==> config.mk <==
export PLATFORM = sky130hd
export DESIGN_NAME = gray_frame_ctrl_flat
export DESIGN_NICKNAME = d
export VERILOG_FILES = /design/src/rtl/gray_pkg.sv /design/src/rtl/gray_frame_ctrl_if.sv /design/src/rtl/gray_conv_stage.sv /design/src/rtl/gray_frame_ctrl.sv /design/src/flat_wrapper.sv
export SDC_FILE = /design/constraint.sdc
export NUM_CORES = 1
export LEC_CHECK = 0
export BUFFER_PORTS_ARGS = -buffer_cell sky130_fd_sc_hd__clkbuf_2
export CORE_MARGIN = 2
export CORE_UTILIZATION = 55
export CTS_CLUSTER_DIAMETER = 200
export CTS_CLUSTER_SIZE = 10
export DETAILED_ROUTE_END_ITERATION = 8
export HOLD_SLACK_MARGIN = 0.12
export PLACE_DENSITY_LB_ADDON = 0.15
export SYNTH_ARGS = -nofsm -noshare
export SYNTH_HDL_FRONTEND = slang
export SYNTH_SLANG_ARGS = --single-unit
==> constraint.sdc <==
create_clock -name clk -period 5.5 [get_ports clk]
set_clock_uncertainty 0.15 [all_clocks]
set_input_delay 0.55 -clock clk [delete_from_list [all_inputs] [get_ports clk]]
set_output_delay 0.55 -clock clk [all_outputs]
set_load 0.1 [all_outputs]
==> src/rtl/gray_pkg.sv <==
// Shared types and constants for the grayscale frame controller.
// Optional feature macro: GRAY_WEIGHTED_EN (selects luma-weighted conversion).
package gray_pkg;

    typedef enum logic [1:0] {
        IDLE  = 2'd0,
        RUN   = 2'd1,
        FLUSH = 2'd2,
        DONE  = 2'd3
    } state_t;

    // Luma weights; they sum to 256 so the top byte of the sum never overflows
    localparam int W_R = 77;
    localparam int W_G = 150;
    localparam int W_B = 29;

    // Field positions inside a packed {R,G,B} pixel
    localparam int R_HI = 23;
    localparam int R_LO = 16;
    localparam int G_HI = 15;
    localparam int G_LO = 8;
    localparam int B_HI = 7;
    localparam int B_LO = 0;

endpackage

==> src/rtl/gray_frame_ctrl_if.sv <==
// Pixel stream bundle: RGB input stream and gray output stream with frame markers.
// The controller uses the slave view; the surrounding environment uses master.
interface gray_frame_ctrl_if;

    logic        in_valid;
    logic        in_ready;
    logic [23:0] in_rgb;
    logic        out_valid;
    logic        out_ready;
    logic [7:0]  out_gray;
    logic        out_sof;
    logic        out_eol;
    logic        out_eof;

    modport slave (
        input  in_valid, in_rgb, out_ready,
        output in_ready, out_valid, out_gray, out_sof, out_eol, out_eof
    );

    modport master (
        output in_valid, in_rgb, out_ready,
        input  in_ready, out_valid, out_gray, out_sof, out_eol, out_eof
    );

endinterface

==> src/rtl/gray_conv_stage.sv <==
// Single enable-gated register stage converting RGB to 8-bit gray.
// Optional feature macro: GRAY_WEIGHTED_EN (77/150/29 luma weights instead of equal /3 weights).
module gray_conv_stage
    import gray_pkg::*;
(
    input  logic        clk,
    input  logic        rst_n,
    input  logic        en,
    input  logic [23:0] rgb,
    output logic [7:0]  gray
);

    logic [7:0] r;
    logic [7:0] g;
    logic [7:0] b;

    assign r = rgb[R_HI:R_LO];
    assign g = rgb[G_HI:G_LO];
    assign b = rgb[B_HI:B_LO];

`ifdef GRAY_WEIGHTED_EN
    logic [15:0] sum_q;

    // Register the weighted luma sum; its top byte is the gray value
    always_ff @(posedge clk or negedge rst_n) begin
        if (!rst_n) begin
            sum_q <= '0;
        end else if (en) begin
            sum_q <= 16'(W_R * int'(r) + W_G * int'(g) + W_B * int'(b));
        end
    end

    assign gray = sum_q[15:8];
`else
    logic [7:0] r3_q;
    logic [7:0] g3_q;
    logic [7:0] b3_q;

    // Register each channel divided by three; the sum of three 85s is at most 255
    always_ff @(posedge clk or negedge rst_n) begin
        if (!rst_n) begin
            r3_q <= '0;
            g3_q <= '0;
            b3_q <= '0;
        end else if (en) begin
            r3_q <= r / 8'd3;
            g3_q <= g / 8'd3;
            b3_q <= b / 8'd3;
        end
    end

    assign gray = r3_q + g3_q + b3_q;
`endif

endmodule

==> src/rtl/gray_frame_ctrl.sv <==
// Frame sequencer: accepts one frame of RGB pixels after start, converts them through a
// stallable one-stage pipe and emits gray pixels with SOF/EOL/EOF markers, then pulses done.
// Optional feature macro: GRAY_WEIGHTED_EN (handled inside gray_conv_stage).
module gray_frame_ctrl
    import gray_pkg::*;
#(
    parameter int IMG_WIDTH  = 640,
    parameter int IMG_HEIGHT = 480,
    parameter int COL_W      = 10,
    parameter int ROW_W      = 9
)
(
    input  logic               clk,
    input  logic               rst_n,
    input  logic               start,
    output logic               busy,
    output logic               done,
    gray_frame_ctrl_if.slave   px
);

    localparam logic [COL_W-1:0] COL_LAST = COL_W'(IMG_WIDTH - 1);
    localparam logic [ROW_W-1:0] ROW_LAST = ROW_W'(IMG_HEIGHT - 1);

    state_t           state_q;
    state_t           state_d;
    logic [COL_W-1:0] col_q;
    logic [ROW_W-1:0] row_q;
    logic             pipe_valid_q;
    logic             sof_q;
    logic             eol_q;
    logic             eof_q;
    logic             accept;
    logic             drain;
    logic             at_sof;
    logic             at_eol;
    logic             at_eof;

    // Marker conditions for the pixel at the current counter position
    assign at_sof = (col_q == '0) && (row_q == '0);
    assign at_eol = (col_q == COL_LAST);
    assign at_eof = at_eol && (row_q == ROW_LAST);

    // The pipe can take a new pixel when empty or when it drains in the same cycle
    assign px.in_ready = (state_q == RUN) && (!pipe_valid_q || px.out_ready);
    assign accept      = px.in_valid && px.in_ready;
    assign drain       = pipe_valid_q && px.out_ready;

    assign px.out_valid = pipe_valid_q;
    assign px.out_sof   = sof_q;
    assign px.out_eol   = eol_q;
    assign px.out_eof   = eof_q;

    assign busy = (state_q == RUN) || (state_q == FLUSH);
    assign done = (state_q == DONE);

    gray_conv_stage u_conv (
        .clk   (clk),
        .rst_n (rst_n),
        .en    (accept),
        .rgb   (px.in_rgb),
        .gray  (px.out_gray)
    );

    // State register
    always_ff @(posedge clk or negedge rst_n) begin
        if (!rst_n) begin
            state_q <= IDLE;
        end else begin
            state_q <= state_d;
        end
    end

    // Next-state: frame runs until the last pixel is accepted, then waits for its EOF handshake
    always_comb begin
        state_d = state_q;
        case (state_q)
            IDLE:    if (start) state_d = RUN;
            RUN:     if (accept && at_eof) state_d = FLUSH;
            FLUSH:   if (drain && eof_q) state_d = DONE;
            DONE:    state_d = IDLE;
            default: state_d = IDLE;
        endcase
    end

    // Column/row position of the next pixel to be accepted
    always_ff @(posedge clk or negedge rst_n) begin
        if (!rst_n) begin
            col_q <= '0;
            row_q <= '0;
        end else if (state_q == IDLE && start) begin
            col_q <= '0;
            row_q <= '0;
        end else if (accept) begin
            if (at_eol) begin
                col_q <= '0;
                row_q <= at_eof ? '0 : row_q + 1'b1;
            end else begin
                col_q <= col_q + 1'b1;
            end
        end
    end

    // Pipe occupancy and markers travel with the registered pixel data
    always_ff @(posedge clk or negedge rst_n) begin
        if (!rst_n) begin
            pipe_valid_q <= 1'b0;
            sof_q        <= 1'b0;
            eol_q        <= 1'b0;
            eof_q        <= 1'b0;
        end else if (accept) begin
            pipe_valid_q <= 1'b1;
            sof_q        <= at_sof;
            eol_q        <= at_eol;
            eof_q        <= at_eof;
        end else if (drain) begin
            pipe_valid_q <= 1'b0;
        end
    end

endmodule
==> src/flat_wrapper.sv <==
// flat-port wrapper written by rule: the top's interface ports become plain ports
module gray_frame_ctrl_flat import gray_pkg::*;
#(
    parameter int IMG_WIDTH  = 640,
    parameter int IMG_HEIGHT = 480,
    parameter int COL_W      = 10,
    parameter int ROW_W      = 9
)
  (clk, rst_n, start, busy, done, px_in_valid, px_in_rgb, px_out_ready, px_in_ready, px_out_valid, px_out_gray, px_out_sof, px_out_eol, px_out_eof);
  gray_frame_ctrl_if px_i ();
  input  logic clk;
  input  logic rst_n;
  input  logic start;
  output logic busy;
  output logic done;
  input wire logic [$bits(px_i.in_valid)-1:0] px_in_valid;
  input wire logic [$bits(px_i.in_rgb)-1:0] px_in_rgb;
  input wire logic [$bits(px_i.out_ready)-1:0] px_out_ready;
  output wire logic [$bits(px_i.in_ready)-1:0] px_in_ready;
  output wire logic [$bits(px_i.out_valid)-1:0] px_out_valid;
  output wire logic [$bits(px_i.out_gray)-1:0] px_out_gray;
  output wire logic [$bits(px_i.out_sof)-1:0] px_out_sof;
  output wire logic [$bits(px_i.out_eol)-1:0] px_out_eol;
  output wire logic [$bits(px_i.out_eof)-1:0] px_out_eof;
  assign px_i.in_valid = px_in_valid;
  assign px_i.in_rgb = px_in_rgb;
  assign px_i.out_ready = px_out_ready;
  assign px_in_ready = px_i.in_ready;
  assign px_out_valid = px_i.out_valid;
  assign px_out_gray = px_i.out_gray;
  assign px_out_sof = px_i.out_sof;
  assign px_out_eol = px_i.out_eol;
  assign px_out_eof = px_i.out_eof;
  gray_frame_ctrl #(.IMG_WIDTH(IMG_WIDTH), .IMG_HEIGHT(IMG_HEIGHT), .COL_W(COL_W), .ROW_W(ROW_W)) u_core (.clk(clk), .rst_n(rst_n), .start(start), .busy(busy), .done(done), .px(px_i));
endmodule
=== After elaboration in Yosys (flattened, before gate mapping) ===
Cells that the tools add are included.

* Flip-flop bits (word level): 49
* Bits of input ports: 29
* Output and inout bits: 15
* Logic and storage cells: 57

* Add/subtract/negate cells: 4
* Div/mod/pow operators: 3
* Eq/ne operators: 8
* Multiplexer cells: 13
* Reductions and logical operators: 19

{| class="wikitable"
|+ Operators with widths
! operator !! count
|-
| $mux W9 || 4
|-
| $mux W10 || 3
|-
| $div A8 B2 Y8 const B || 3
|-
| $add A8 B8 Y8 || 2
|-
| $add A10 B1 Y10 const B || 1
|-
| $eq A10 B10 Y1 const B || 1
|-
| $logic_not A10 Y1 || 1
|-
| $add A9 B1 Y9 const B || 1
|-
| $eq A9 B9 Y1 const B || 1
|-
| $logic_not A9 Y1 || 1
|-
| $logic_and A1 B1 Y1 || 8
|-
| $pmux W2 S4 || 1
|-
| $mux W2 || 3
|-
| $ne A2 B2 Y1 const B || 3
|-
| $reduce_bool A2 Y1 || 3
|-
| $eq A2 B2 Y1 const B || 2
|-
| $reduce_and A3 Y1 || 1
|-
| $eq A2 B1 Y1 const B || 1
|-
| $logic_not A2 Y1 || 1
|-
| $logic_or A1 B1 Y1 || 2
|-
| $mux W1 || 2
|-
| $reduce_and A2 Y1 || 1
|-
| $logic_not A1 Y1 || 1
|}

=== Longest topological paths before layout ===
Gate-level depths: netlist of the first run.

* Depth in word-level cells: 7
* Mapped depth: 12
* Depth with buffers taken out: 12

=== Cells and area by module ===
A second synthesis of the first run with hierarchy kept.

* Cell total of the unflattened synthesis: 539
* Area total of the unflattened synthesis: 4418.0 um^2

{| class="wikitable"
|+ By module, submodules not included
! module !! instances !! cells an instance !! area an instance (um^2) !! seq. area each (um^2)
|-
| gray_conv_stage || 1 || 387 || 2990.4 || 525.5
|-
| gray_frame_ctrl || 1 || 152 || 1427.6 || 625.6
|}

=== Least setup slack after synthesis of the first run ===
OpenSTA, ideal clock, no wires.

* Path kind: register to output
* Start point: register u_core.u_conv.r3_q[1]
* End point: output port px_out_gray[7]
* Data arrival time: 3553 ps
* Required time: 4800 ps
* Path slack: 1247 ps
* Cell stages (with the launch flop): 11
* Buffers on the path: 0
* Cells stage by stage: dfrtp_1 fa_1 ha_1 inv_1 fa_1 inv_1 a21oi_1 o21bai_1 a21o_1 a21oi_1 xnor2_1

* Word-level cells in the longest chain between the ends: 2

{| class="wikitable"
|+ Ends and longest elaborated chain
! item !! line !! text
|-
| start, declared || gray_conv_stage.sv:35 || <nowiki>logic [7:0] r3_q;</nowiki>
|-
| start signal, assigned || gray_conv_stage.sv:46 || <nowiki>r3_q <= r / 8'd3;</nowiki>
|-
| $add A8 B8 Y8 (2 in series) || gray_conv_stage.sv:52 || <nowiki>assign gray = r3_q + g3_q + b3_q;</nowiki>
|-
| end, declared || flat_wrapper.sv:21 || <nowiki>output wire logic [$bits(px_i.out_gray)-1:0] px_out_gray;</nowiki>
|}

Every way passes these cells.

=== Worst setup path after layout of the first run ===
Ends and elaborated chain as after synthesis.

==> results of run 1 <==
[cells by family after synthesis]
| logic type | Yosys count | synth area share [%] |
|---|---|---|
| adders and majority gates | 28 | 9.38 |
| and+or+nand+nor | 205 | 26.3 |
| AOI/OAI and AO/OA | 143 | 22.7 |
| DFF | 46 | 26.6 |
| xor gates and xnor gates | 26 | 5.27 |
| buffers and inverters | 63 | 6.83 |
| muxes | 12 | 2.86 |
[synth_stat cells (all sizes together) (11+ instances only)]
cell type	instances	area [sq um]
buf	21	138
inv	28	105
nand2b	19	119
o21ai	39	199
xnor2	17	149
nand2	57	214
dfrtp	46	1150
nand3	17	103
a21oi	35	186
a221oi	11	103
clkbuf	14	52.6
nor2	37	139
nor2b	19	119
ha	18	225
[final cells by class]
type                            instances  share of cell area (%)
Tap cell                              102                    2.78
Clock inverter                          3                   0.953
Multi-Input combinational cell        414                    62.6
Timing Repair Buffer                   44                    4.84
Inverter                               28                    2.29
Clock buffer                            5                    1.50
Sequential cell                        46                    25.0
[per-stage QoR]
stage                     util (%)  hold WS (ns)  worst slack (ns)  std cells  area [sq um]
after floorplan                  -         0.104              1.25        523          4320
after global placement        58.3         0.318              2.14        634          4480
after detailed placement      58.3         0.318              2.11        634          4480
after CTS                     59.8         0.195              1.73        642          4600
after global routing          59.8         0.215              1.60        642          4600
final                         59.8         0.167              1.75        642          4600
[worst paths after layout]
path / start / end / slack (ns) / depth (start not counted)
max reg2reg: u_core.state_q[1]$_DFFE_PN0P_ / u_core.state_q[1]$_DFFE_PN0P_ / 2.36 / 8
min: rst_n / u_core.u_conv.r3_q[6]$_DFFE_PN0P_ / 0.17 / 2
max: u_core.u_conv.r3_q[1]$_DFFE_PN0P_ / px_out_gray[7] / 1.75 / 11
max in group asynchronous: rst_n / u_core.col_q[3]$_DFFE_PN0P_ / 4.64 / 2
min in group clk: u_core.px.out_eol$_DFFE_PN0P_ / u_core.px.out_eol$_DFFE_PN0P_ / 0.34 / 1
min reg2reg: u_core.px.out_eol$_DFFE_PN0P_ / u_core.px.out_eol$_DFFE_PN0P_ / 0.34 / 1
[flip-flops by register name (all words and copies together) (netlist names)]
name / count
u_core.state_q: 2
u_core.px.out_eof: 1
u_core.u_conv.b3_q: 7
u_core.px.out_sof: 1
u_core.col_q: 10
u_core.u_conv.r3_q: 7
u_core.u_conv.g3_q: 7
u_core.px.out_valid: 1
u_core.row_q: 9
u_core.px.out_eol: 1
[layer usage]
layer | track usage (%) | up-vias | share of wire, %
met5 | 0 | - | 0
met4 | 4.66 | 0 | 1.1
met3 | 2.69 | 10 | 3.5
met2 | 36.7 | 79 | 47
met1 | 32.7 | 1749 | 49
li1 | - | 1908 | -
[worst reg2reg max path: cells and delay by family (launching register included)]
family	cells	cell delay [ns]
buffers and inverters	1	0.12
AOI/OAI and AO/OA	2	0.38
adders and majority gates	1	0.23
muxes	1	0.34
and+or+nand+nor	3	1.38
DFF	1	0.43
==> flow_summary.toml, run 1 <==
[cts]
cts_max_level = 2
cts-root-buf = "clkbuf_8"
cts_buffers = 5
post_cts_gate_resize_count = 0
clockBufferDepth = 2
clk_pin_slew_worst_paths_ns = 0.09
post_cts_hold_buffer_count = 0
postCtsSetupRepairBufs = 0
clock_tree_from_tritoncts = "built"
clk-insertion-delay-late_ns = 0.31
clock_sinks = 46

[cells_and_area]
layout-area-overhead-vs-synth_pct = 6.31
fin_nets = 594
final.fill_count = 726
final_common_cell = "nand2_1"
final_cell_mix = "nand2_1 (57), dfrtp_1 (46), clkbuf_2 (43)"
fraction_of_layout_cells_with_a_size_suffix_above_1_pct = 14.6
regArea_sq_um = 1150
multi_input_gate_area_in_the_final_layout_sq_um = 2880
antennaDiodeCount = 0

[sta]
hold_viol_final = 0
setup_viol = 0
post-route-min-period_ns = 3.75
period_utilisation_layout_pct = 68.2
timing.fmax_mhz = 267
report.final.slew_viol_count = 0
setup_tns_ns = 0
rsz_0062_raised_after_global_routing = "false"
tightest_slew_ns = 0.867
worst_slew_margin_relative_to_its_limit_pct = 42.1

[setup_path]
critPathLaunchType = "register"
cpMaxStageDelayCell = "fa_1"
arrival_ns = 3.05
critPathCaptureType = "output pin"
path_delay_family = "adder cells"
worstPathBufferInverterCount = 3
crit_path_max_incr_delay_ns = 0.54
crit_required_ns = 4.80
worst-path-max-fanout = 2
criticalPathCategory = "reg -> out"
timing.critical_path.cells = "fa_1, ha_1, inv_1, fa_1, inv_1, a21oi_1, o21bai_1, a21o_1, a21oi_1, xnor2_1, clkbuf_2"

[detailed_routing]
route.antenna.remaining_nets = 0
wl_per_cell_um = 14.5
route.vias.total = 3746
first_drt_pass_iteration_count = 4
drt_first_iter_violations = 188
drt-vias-per-instance = 5.83
finalWirelength_um = 9310
post-route-drc-count = 0

[global_routing]
grt_max_degree = 47
first_pass_grt_wire_length_um = 16000
antenna_violations_before_repair = 0
first_global_vias = 3451
gr-total-overflow = 0
grt.total_usage_pct = 22.6

[synth]
postSynthAreaPerCell_sq_um = 8.27
synth_enable_flop_cells = 0
yosys_register_bits = 46
async_reset_ff_share_pct = 100
synth_seq_area_share_pct = 26.6
ys_warn_count = 0
synth.cell_area_sq_um = 4320
netlist_instances = 523
synth_ff_type = "dfrtp_1"
synth_nets = 578
synth.lib_cells_used.distinct = 82

[floorplanning]
die-area_sq_um = 8590
floorplan.io_pins = 44
chipWidth_um = 92.7
die_h_um = 92.7
initial_core_utilization_pct = 56.2
placementRows = 32
core-area_sq_um = 7690

[placement]
place.gp.congestion = 0.817
io_buffer_count = 43
dp_hpwl_um = 6740

[min_path]
holdCritPathClass = "in -> async"

[job]
cap_violations = 0

[outcome]
run_status = "completed"
Power of run 1 is left out: the tool's default activity adds up to more than one toggle a clock period on the data nets, which glitch-free logic cannot reach.
==> inputs of run 2 (changes only) <==
==> constraint.sdc (replaced) <==
create_clock -name clk -period 3.9 [get_ports clk]
set_clock_uncertainty 0.15 [all_clocks]
set_input_delay 0.39 -clock clk [delete_from_list [all_inputs] [get_ports clk]]
set_output_delay 0.39 -clock clk [all_outputs]
set_load 0.1 [all_outputs]
==> run 2 against run 1 <==
Critical path depth is the same. Worst setup slack worse by 1.4 ns. Count of clock-buffer cells in the layout grew 1. Register-to-register slack worse by 0.96 ns.
==> flow_summary.toml, run 2 (synthesis results as in run 1) <==
[cts]
post_cts_gate_resize_count = 0
postCtsSetupRepairBufs = 0
clock_tree_from_tritoncts = "built"
clk-insertion-delay-late_ns = 0.30
cts_buffers = 5
cts_max_level = 2
clockBufferDepth = 2
post_cts_hold_buffer_count = 1
clock_sinks = 46
cts-root-buf = "clkbuf_8"
clk_pin_slew_worst_paths_ns = 0.09

[setup_path]
criticalPathCategory = "reg -> out"
crit-reg2reg-launch = "u_core.row_q[0]$_DFFE_PN0P_"
cpMaxStageDelayCell = "fa_1"
worst-path-max-fanout = 2
arrival_ns = 3.03
worstRegToRegCells = 7
r2r_path_end = "u_core.state_q[1]$_DFFE_PN0P_"
crit_path_max_incr_delay_ns = 0.55
reg2reg_setup_slack_ns = 1.40
crit_required_ns = 3.36
critPathCaptureType = "output pin"
critPathLaunchType = "register"
timing.critical_path.cells = "fa_1, ha_1, inv_1, fa_1, inv_1, a21oi_1, o21bai_1, a21o_1, a21oi_1, xnor2_2, clkbuf_2"

[placement]
io_buffer_count = 43
dp_hpwl_um = 6950
place.gp.congestion = 0.880

[sta]
rsz_0062_raised_after_global_routing = "false"
setup_viol = 0
worst_slew_margin_relative_to_its_limit_pct = 61.7
post-route-min-period_ns = 3.57
hold_viol_final = 0
timing.fmax_mhz = 280
setup_tns_ns = 0
period_utilisation_layout_pct = 91.5
tightest_slew_ns = 0.573
report.final.slew_viol_count = 0

[min_path]
timing.hold.worst.start = "px_in_rgb[8]"
timing.hold.worst_endpoint = "u_core.u_conv.g3_q[0]$_DFFE_PN0P_"
worstHoldPathCells = 3
holdCritPathClass = "in -> reg"

[cells_and_area]
multi_input_gate_area_in_the_final_layout_sq_um = 2890
regArea_sq_um = 1150
final_common_cell = "nand2_1"
antennaDiodeCount = 0
max_flop_register = "u_core.col_q"
final.fill_count = 710
fraction_of_layout_cells_with_a_size_suffix_above_1_pct = 14.8
fin_nets = 596
layout-area-overhead-vs-synth_pct = 6.83
largest_register_ffs = 10
biggestRegsByFlops = "u_core.col_q (10), u_core.row_q (9)"
final_cell_mix = "nand2_1 (57), dfrtp_1 (46), clkbuf_2 (43)"

[detailed_routing]
wl_per_cell_um = 14.6
first_drt_pass_iteration_count = 4
route.vias.total = 3808
route.antenna.remaining_nets = 0
drt_first_iter_violations = 188
drt-vias-per-instance = 5.91
finalWirelength_um = 9380
post-route-drc-count = 0

[floorplanning]
placementRows = 32
die_h_um = 92.7
chipWidth_um = 92.7
core-area_sq_um = 7690
die-area_sq_um = 8590
floorplan.io_pins = 44
initial_core_utilization_pct = 56.2

[global_routing]
antenna_violations_before_repair = 0
gr-total-overflow = 0
grt_max_degree = 46
first_global_vias = 3603
first_pass_grt_wire_length_um = 16500
grt.total_usage_pct = 23.1

[outcome]
run_status = "completed"

[job]
cap_violations = 0
[run 2: cell count changes in the layout (fill, tap and decap cells not counted)]
cell           previous run  this run
clkinv_2                  1         0
clkbuf_1                  0         1
dlygate4sd3_1             0         1
xnor2_1                  17        16
clkinvlp_4                0         1
inv_6                     1         0
buf_4                     1         2
xnor2_2                   0         1
[run 2: cell type report]
cell class                 count  area share, %
sequential                    46           24.9
multi-input combinational    414           62.5
tap                          102           2.76
inverter                      28           2.28
clock inverter                 2          0.813
timing repair buffer          46           5.20
clock buffer                   6           1.57
[run 2: how the worst max path moves through the flow]
stage | from | endpoint | cells after the start
after detailed placement | u_core.u_conv.r3_q[1]$_DFFE_PN0P_ | px_out_gray[7] | 11
after global placement | u_core.u_conv.r3_q[1]$_DFFE_PN0P_ | px_out_gray[7] | 11
final | u_core.u_conv.r3_q[1]$_DFFE_PN0P_ | px_out_gray[7] | 11
after global routing | u_core.u_conv.r3_q[1]$_DFFE_PN0P_ | px_out_gray[7] | 11
after floorplan | u_core.u_conv.r3_q[1]$_DFFE_PN0P_ | px_out_gray[5] | 8
after CTS | u_core.u_conv.r3_q[1]$_DFFE_PN0P_ | px_out_gray[7] | 11
[run 2: worst max-delay path: cells and delay by family, from the launching register on]
family	cells	cell delay [ns]
AOI/OAI and AO/OA	4	0.50
DFF	1	0.41
xor gates and xnor gates	1	0.12
adders and majority gates	3	1.13
buffers and inverters	3	0.58
[run 2: per-layer routing]
layer	vias up	GRT usage, %	routed length (um)
met3	12	2.60	274
li1	1920	-	-
met4	0	6.62	146
met1	1802	32.7	4680
met5	-	0	0
met2	74	37.7	4280
[run 2: stage by stage]
step | cell area, sq um | instances | util [%] | hold slack, ns | worst slack, ns
5_1_grt | 4620 | 644 | 60.1 | 0.284 | 0.166
2_1_floorplan | 4330 | 523 | - | -0.0556 | 0.121
6_report | 4620 | 644 | 60.1 | 0.281 | 0.330
3_5_place_dp | 4500 | 635 | 58.5 | 0.172 | 0.646
3_3_place_gp | 4500 | 635 | 58.5 | 0.171 | 0.698
4_1_cts | 4620 | 644 | 60.1 | 0.267 | 0.310
Power of run 2 is left out for the same reason.
